## config.mk

```make
export PLATFORM = sky130hd
export DESIGN_NAME = char_write_arbiter
export DESIGN_NICKNAME = d
export VERILOG_FILES = /design/src/rtl/char_write_arbiter.sv
export SDC_FILE = /design/constraint.sdc
export NUM_CORES = 1
export LEC_CHECK = 0
export BUFFER_PORTS_ARGS = -buffer_cell sky130_fd_sc_hd__buf_2
export CAP_MARGIN = 30
export CORE_MARGIN = 5
export CORE_UTILIZATION = 53
export CTS_CLUSTER_DIAMETER = 30
export CTS_CLUSTER_SIZE = 30
export DETAILED_ROUTE_END_ITERATION = 7
export GPL_TIMING_DRIVEN = 0
export PLACE_DENSITY = 0.88
export RECOVER_POWER = 50
export SYNTH_ARGS = -nofsm -noshare
export SYNTH_HDL_FRONTEND = slang
export SYNTH_SLANG_ARGS = --single-unit
```

## constraint.sdc

```tcl
create_clock -name clk -period 2.3 [get_ports clk]
set_clock_uncertainty 0.05 [all_clocks]
set_input_delay 0.115 -clock clk [delete_from_list [all_inputs] [get_ports clk]]
set_output_delay 0.115 -clock clk [all_outputs]
set_load 0.005 [all_outputs]
```

## src/rtl/char_write_arbiter.sv

```systemverilog
// Shares the character-buffer write port between command writes and a fill engine; 1-cycle registered write latency.
// Under contention fill and command writes strictly alternate; a command is held off via cmd_ready for at most one cycle.
module char_write_arbiter #(
    parameter int ADDR_BITS = 11,
    parameter int BUF_SIZE  = 1920
) (
    input  logic                 clk,
    input  logic                 reset,
    input  logic [ADDR_BITS-1:0] cmd_addr,
    input  logic [7:0]           cmd_char,
    input  logic                 cmd_valid,
    output logic                 cmd_ready,
    input  logic                 fill_start,
    input  logic [ADDR_BITS-1:0] fill_addr,
    input  logic [ADDR_BITS-1:0] fill_count,
    input  logic [7:0]           fill_char,
    output logic                 fill_busy,
    output logic                 fill_done,
    output logic [ADDR_BITS-1:0] wr_addr,
    output logic [7:0]           wr_char,
    output logic                 wr_wen
);

    typedef enum logic { IDLE, FILL } state_t;
    typedef enum logic { GNT_CMD, GNT_FILL } grant_t;

    localparam logic [ADDR_BITS-1:0] BUF_SZ   = ADDR_BITS'(BUF_SIZE);
    localparam logic [ADDR_BITS-1:0] BUF_LAST = ADDR_BITS'(BUF_SIZE - 1);

    state_t                 state_q, state_d;
    grant_t                 grant_q, grant_d;
    logic [ADDR_BITS-1:0]   ptr_q, ptr_d;
    logic [ADDR_BITS-1:0]   rem_q, rem_d;
    logic [7:0]             fchar_q, fchar_d;
    logic [ADDR_BITS-1:0]   wr_addr_q, wr_addr_d;
    logic [7:0]             wr_char_q, wr_char_d;
    logic                   wr_wen_q, wr_wen_d;
    logic                   done_q, done_d;

    assign cmd_ready = ~reset & ((state_q == IDLE) | (grant_q == GNT_FILL));
    assign fill_busy = (state_q == FILL);
    assign fill_done = done_q;
    assign wr_addr   = wr_addr_q;
    assign wr_char   = wr_char_q;
    assign wr_wen    = wr_wen_q;

    always_comb begin
        state_d   = state_q;
        grant_d   = grant_q;
        ptr_d     = ptr_q;
        rem_d     = rem_q;
        fchar_d   = fchar_q;
        wr_addr_d = wr_addr_q;
        wr_char_d = wr_char_q;
        wr_wen_d  = 1'b0;
        done_d    = 1'b0;
        case (state_q)
            IDLE: begin
                if (cmd_valid) begin
                    wr_wen_d  = 1'b1;
                    wr_addr_d = cmd_addr;
                    wr_char_d = cmd_char;
                end
                if (fill_start) begin
                    if (fill_count == '0) begin
                        done_d = 1'b1;
                    end else begin
                        state_d = FILL;
                        // Grant history set to CMD so the fill owns the first FILL cycle.
                        grant_d = GNT_CMD;
                        ptr_d   = (fill_addr >= BUF_SZ) ? '0 : fill_addr;
                        rem_d   = (fill_count > BUF_SZ) ? BUF_SZ : fill_count;
                        fchar_d = fill_char;
                    end
                end
            end
            FILL: begin
                if (cmd_valid && grant_q == GNT_FILL) begin
                    wr_wen_d  = 1'b1;
                    wr_addr_d = cmd_addr;
                    wr_char_d = cmd_char;
                    grant_d   = GNT_CMD;
                end else begin
                    wr_wen_d  = 1'b1;
                    wr_addr_d = ptr_q;
                    wr_char_d = fchar_q;
                    grant_d   = GNT_FILL;
                    ptr_d     = (ptr_q == BUF_LAST) ? '0 : ptr_q + 1'b1;
                    rem_d     = rem_q - 1'b1;
                    if (rem_q == ADDR_BITS'(1)) begin
                        state_d = IDLE;
                        done_d  = 1'b1;
                    end
                end
            end
            default: state_d = IDLE;
        endcase
    end

    always_ff @(posedge clk) begin
        if (reset) begin
            state_q   <= IDLE;
            grant_q   <= GNT_CMD;
            ptr_q     <= '0;
            rem_q     <= '0;
            fchar_q   <= '0;
            wr_addr_q <= '0;
            wr_char_q <= '0;
            wr_wen_q  <= 1'b0;
            done_q    <= 1'b0;
        end else begin
            state_q   <= state_d;
            grant_q   <= grant_d;
            ptr_q     <= ptr_d;
            rem_q     <= rem_d;
            fchar_q   <= fchar_d;
            wr_addr_q <= wr_addr_d;
            wr_char_q <= wr_char_d;
            wr_wen_q  <= wr_wen_d;
            done_q    <= done_d;
        end
    end

endmodule

```

==> summary.md <==
| Metric | Value |
|---|---|
| Slew Viols, Final | 0 |
| Worst Path Arrival | 2.33 ns |
| Net Sw Power | around 0.8 mW |
| Clock share of power | between 20% and 30% |
| Netlist cell types | 63 |
| Sequential share of the synthesized area | a little over a third |
| Hpwl dp | 6900 um |
| Initial Utilization | between 50% and 60% |
| Sequential power share | 45.7% |
| Mapped Nets | 412 |
| GRT Util Overall | a little over a quarter |
| Post-Synth XOR/XNOR Area | less than 1% |
| Status | complete, no violations |
| Reg-to-Reg Start | fill_busy |
| Mapped Area | 2990 um^2 |
| Drt wl/cell | 18.9 um |
| RSZ-0062 raised after global routing | false |
| Required @ worst endpoint | 2.47 ns |
| Achievable Freq | 0.463 GHz |
| Post-Synth Simple-Gate Area | 22.1% |
| Port-buffer cells | 74 |
| Routability cong. | 0.961 |
| Clk slew on worst S/H paths | 0.11 ns |
| Synth warn | 0 |
| Setup-failing EPs final | 0 |
| Relative slew margins | 41.2% |
| Worst vdd ir | 488 uV |
| Clock buffer depth | 2 |
| CTS tree | built |
| Num CTS Buffers | 5 |
| CP Class | input pin to flop |
| Max cap viols | 0 |
| # DRC | 0 |
| Die width | 85.1 um |
| Worst reg-to-reg path cell count | 6 |
| Switching Share | roughly a third |
| Worst hold stages | 3 |
| Ports | 76 |
| Root Buffer Master | clkbuf_8 |
| Ys async rst share | 0% |
| Core area | 5510 um^2 |
| Vias in the first global route | approximately 3200 |
| Die area | between 7000 and 8000 um^2 |
| Combinational Power Share | 26.8% |
| Largest net degree at the start of global routing | 20 |
| Post-synthesis cell count | 356 |
| Post-synth EDFFs | 0 |
| Htree depth | 2 |
| Compound-cell area share of the yosys netlist | 29.3% |
| Synthesis-to-finish area growth | 20.4% |
| Critical path launch point type | input pin |
| Reg2reg end | ptr_q[8] |
| Hold_sp | cmd_char[7] |
| Skew-Pair Late Insertion Delay | ~0.31 ns |
| Fin crit period | around 2.2 ns |
| Most used DFF post-synth | dfxtp_1 |
| Worst setup EP type | flop |
| Row count | 27 |
| Worst hold path endpoint | wr_char[7] |
| Die height | 85.1 um |
| Pwr/cell area | around 660 nW/um^2 |
| Hold_ws | between 0.004 and 0.005 ns |
| Worst hold path type | input pin to flop |
| Adder-cell area share of the yosys netlist | 1.26% |
| Final ANT Viol Nets | 0 |
| Initial DRC count | between 300 and 400 |
| Via count | 3343 |
| Total gr overflow | 0 |
| # fillers | between 400 and 500 |
| Post-Place Cell Area | 3450 um^2 |
| P_leak | 1.44 nW |
| Slew @ Worst Pin | ~0.9 ns |
| Seq cells post-synth | 53 |
| Number of antenna violations at the first check in global routing | 0 |
| Antenna Diode Count | 0 |
| Clock sink count | 53 |
| Critical Path Fanout Max | 8 |
| DRT Pass-1 Iters | 5 |
| Avg Cell Area, Syn | ~8.4 um^2 |
| Fin area | 3600 um^2 |
| Final Hold Vio Count | 0 |
| Fin crit share | a little over nine tenths |
| Multiplexer area fraction after synthesis | 4.73% |
| First-pass GRT wire length | 15700 um |
| Register-to-Register Setup Slack | 0.19 ns |
| Largest family of logic cells by synthesized area | compound AO/OA/AOI/OAI gates |
| Layout cells sized above 1 | between 20% and 30% |
| Cell internal pwr | 1.59 mW |
| Total Nets Final | 500 |
| DRT Wirelength | ~10000 um |
| Drt via density | between 6 and 7 |
-- cells in the mapped netlist, types with 4 or more instances --
| cell type | count | area [um^2] |
|---|---|---|
| nand3_1 | 5 | 25.0 |
| mux2i_1 | 13 | 130 |
| a32oi_1 | 8 | 70.1 |
| a311oi_1 | 8 | 70.1 |
| nor3b_1 | 12 | 90.1 |
| nor2_1 | 24 | 90.1 |
| o32ai_1 | 11 | 96.3 |
| nor3_1 | 5 | 25.0 |
| inv_1 | 13 | 48.8 |
| a22oi_1 | 7 | 52.6 |
| a2111oi_0 | 10 | 87.6 |
| clkbuf_1 | 18 | 67.6 |
| buf_1 | 5 | 18.8 |
| a31oi_1 | 5 | 31.3 |
| dfxtp_1 | 53 | 1060 |
| nand2_1 | 51 | 191 |
| a21oi_1 | 27 | 135 |
| and3_1 | 4 | 25.0 |
-- registers in the layout, summed over array words and instances, names as in the netlist --
| name | flops |
|---|---|
| fchar_q | 8 |
| fill_busy | 1 |
| fill_done | 1 |
| grant_q | 1 |
| ptr_q | 11 |
| rem_q | 11 |
| wr_addr | 11 |
| wr_char | 8 |
| wr_wen | 1 |
-- final cells by class --
cell class	count	area [um^2]	area share, %
clock inverter	3	46.3	1.29
inverter	13	48.8	1.36
tap	72	90.1	2.50
sequential	53	1060	29.5
multi-input combinational	260	1710	47.6
timing repair buffer	82	437	12.1
buffer	29	133	3.69
clock buffer	5	68.8	1.91
-- kinds of logic (layout without fill, tap and decap cells) --
logic type	after synthesis	in the layout
fa+ha+maj	3	3
xor+xnor	2	2
simple gates	129	129
flops	53	53
mux	14	14
compound gates	112	112
buf+inv	43	132
-- stage by stage --
stage                     setup TNS (ns)  worst slack [ns]  utilization, %  power, mW  instances
after detailed placement         -0.0920           -0.0751            62.6       1.74        502
after CTS                              0             0.268            66.1       2.39        517
after floorplan                        0             0.655               -       1.50        356
after global routing                   0           0.00829            65.3       2.49        517
after global placement           -0.0519           -0.0519            62.6       1.71        502
final                                  0             0.141            65.3       2.39        517
-- power by group through the flow --
stage / registers (mW) / logic [mW] / clock network [mW]
finish: 1.09 / 0.641 / 0.656
global route: 1.10 / 0.698 / 0.692
CTS: 1.09 / 0.640 / 0.660
detailed placement: 1.11 / 0.630 / 0
global placement: 1.10 / 0.608 / 0
floorplan: 1.09 / 0.409 / 0
-- cell usage in the layout, fill, tap and decap left out, drive strengths merged, types with 2 or more instances in the layout --
master,n
xor2,2
nor2,25
o311ai,2
nand3b,3
ha,3
a22oi,7
nor3,5
and3,4
nor3b,12
nor4,3
nand2,52
buf,71
a211oi,3
a311oi,8
o21ai,2
o31ai,5
a41oi,2
o32ai,12
or4,4
and2,3
and4,3
dfxtp,53
a2111oi,10
a221oi,3
nand3,5
clkbuf,37
o31a,3
a2bb2oi,3
o22ai,2
mux2i,13
dlygate4sd3,8
a31oi,5
inv,13
a222oi,2
or3,3
a21oi,29
a32oi,8
-- worst max-delay path by stage --
stage                             start    endpoint  cells after the start
after detailed placement      fill_busy   fill_done                      5
after CTS                     fill_busy  wr_addr[3]                      5
after global placement        fill_busy   fill_done                      5
after floorplan               fill_busy   fill_done                      5
after global routing          fill_busy  wr_addr[6]                      5
final                     fill_count[9]   ptr_q[10]                      5
-- worst max-delay path, stage by stage --
cell,delay (ns)
clkbuf_1,0.12
or4_1,0.61
o31ai_1,0.72
nand2_1,0.43
a311oi_1,0.34
-- routing by layer --
metal	wire (um)	vias to the layer above	global-route usage, %
li1	-	1533	-
met1	3930	1571	33.5
met2	4710	202	44.1
met3	878	37	4.08
met4	272	0	11.2
met5	0	-	0
-- repair_timing --
| action | CTS | global route |
|---|---|---|
| hold buffers | 8 | 0 |
| resized for setup | 1 | 0 |
| hold endpoints to repair | 8 | 0 |
| endpoints found under the setup margin | 2 | 0 |
| setup buffers | 0 | 0 |
(Power assumes the default switching activity.)
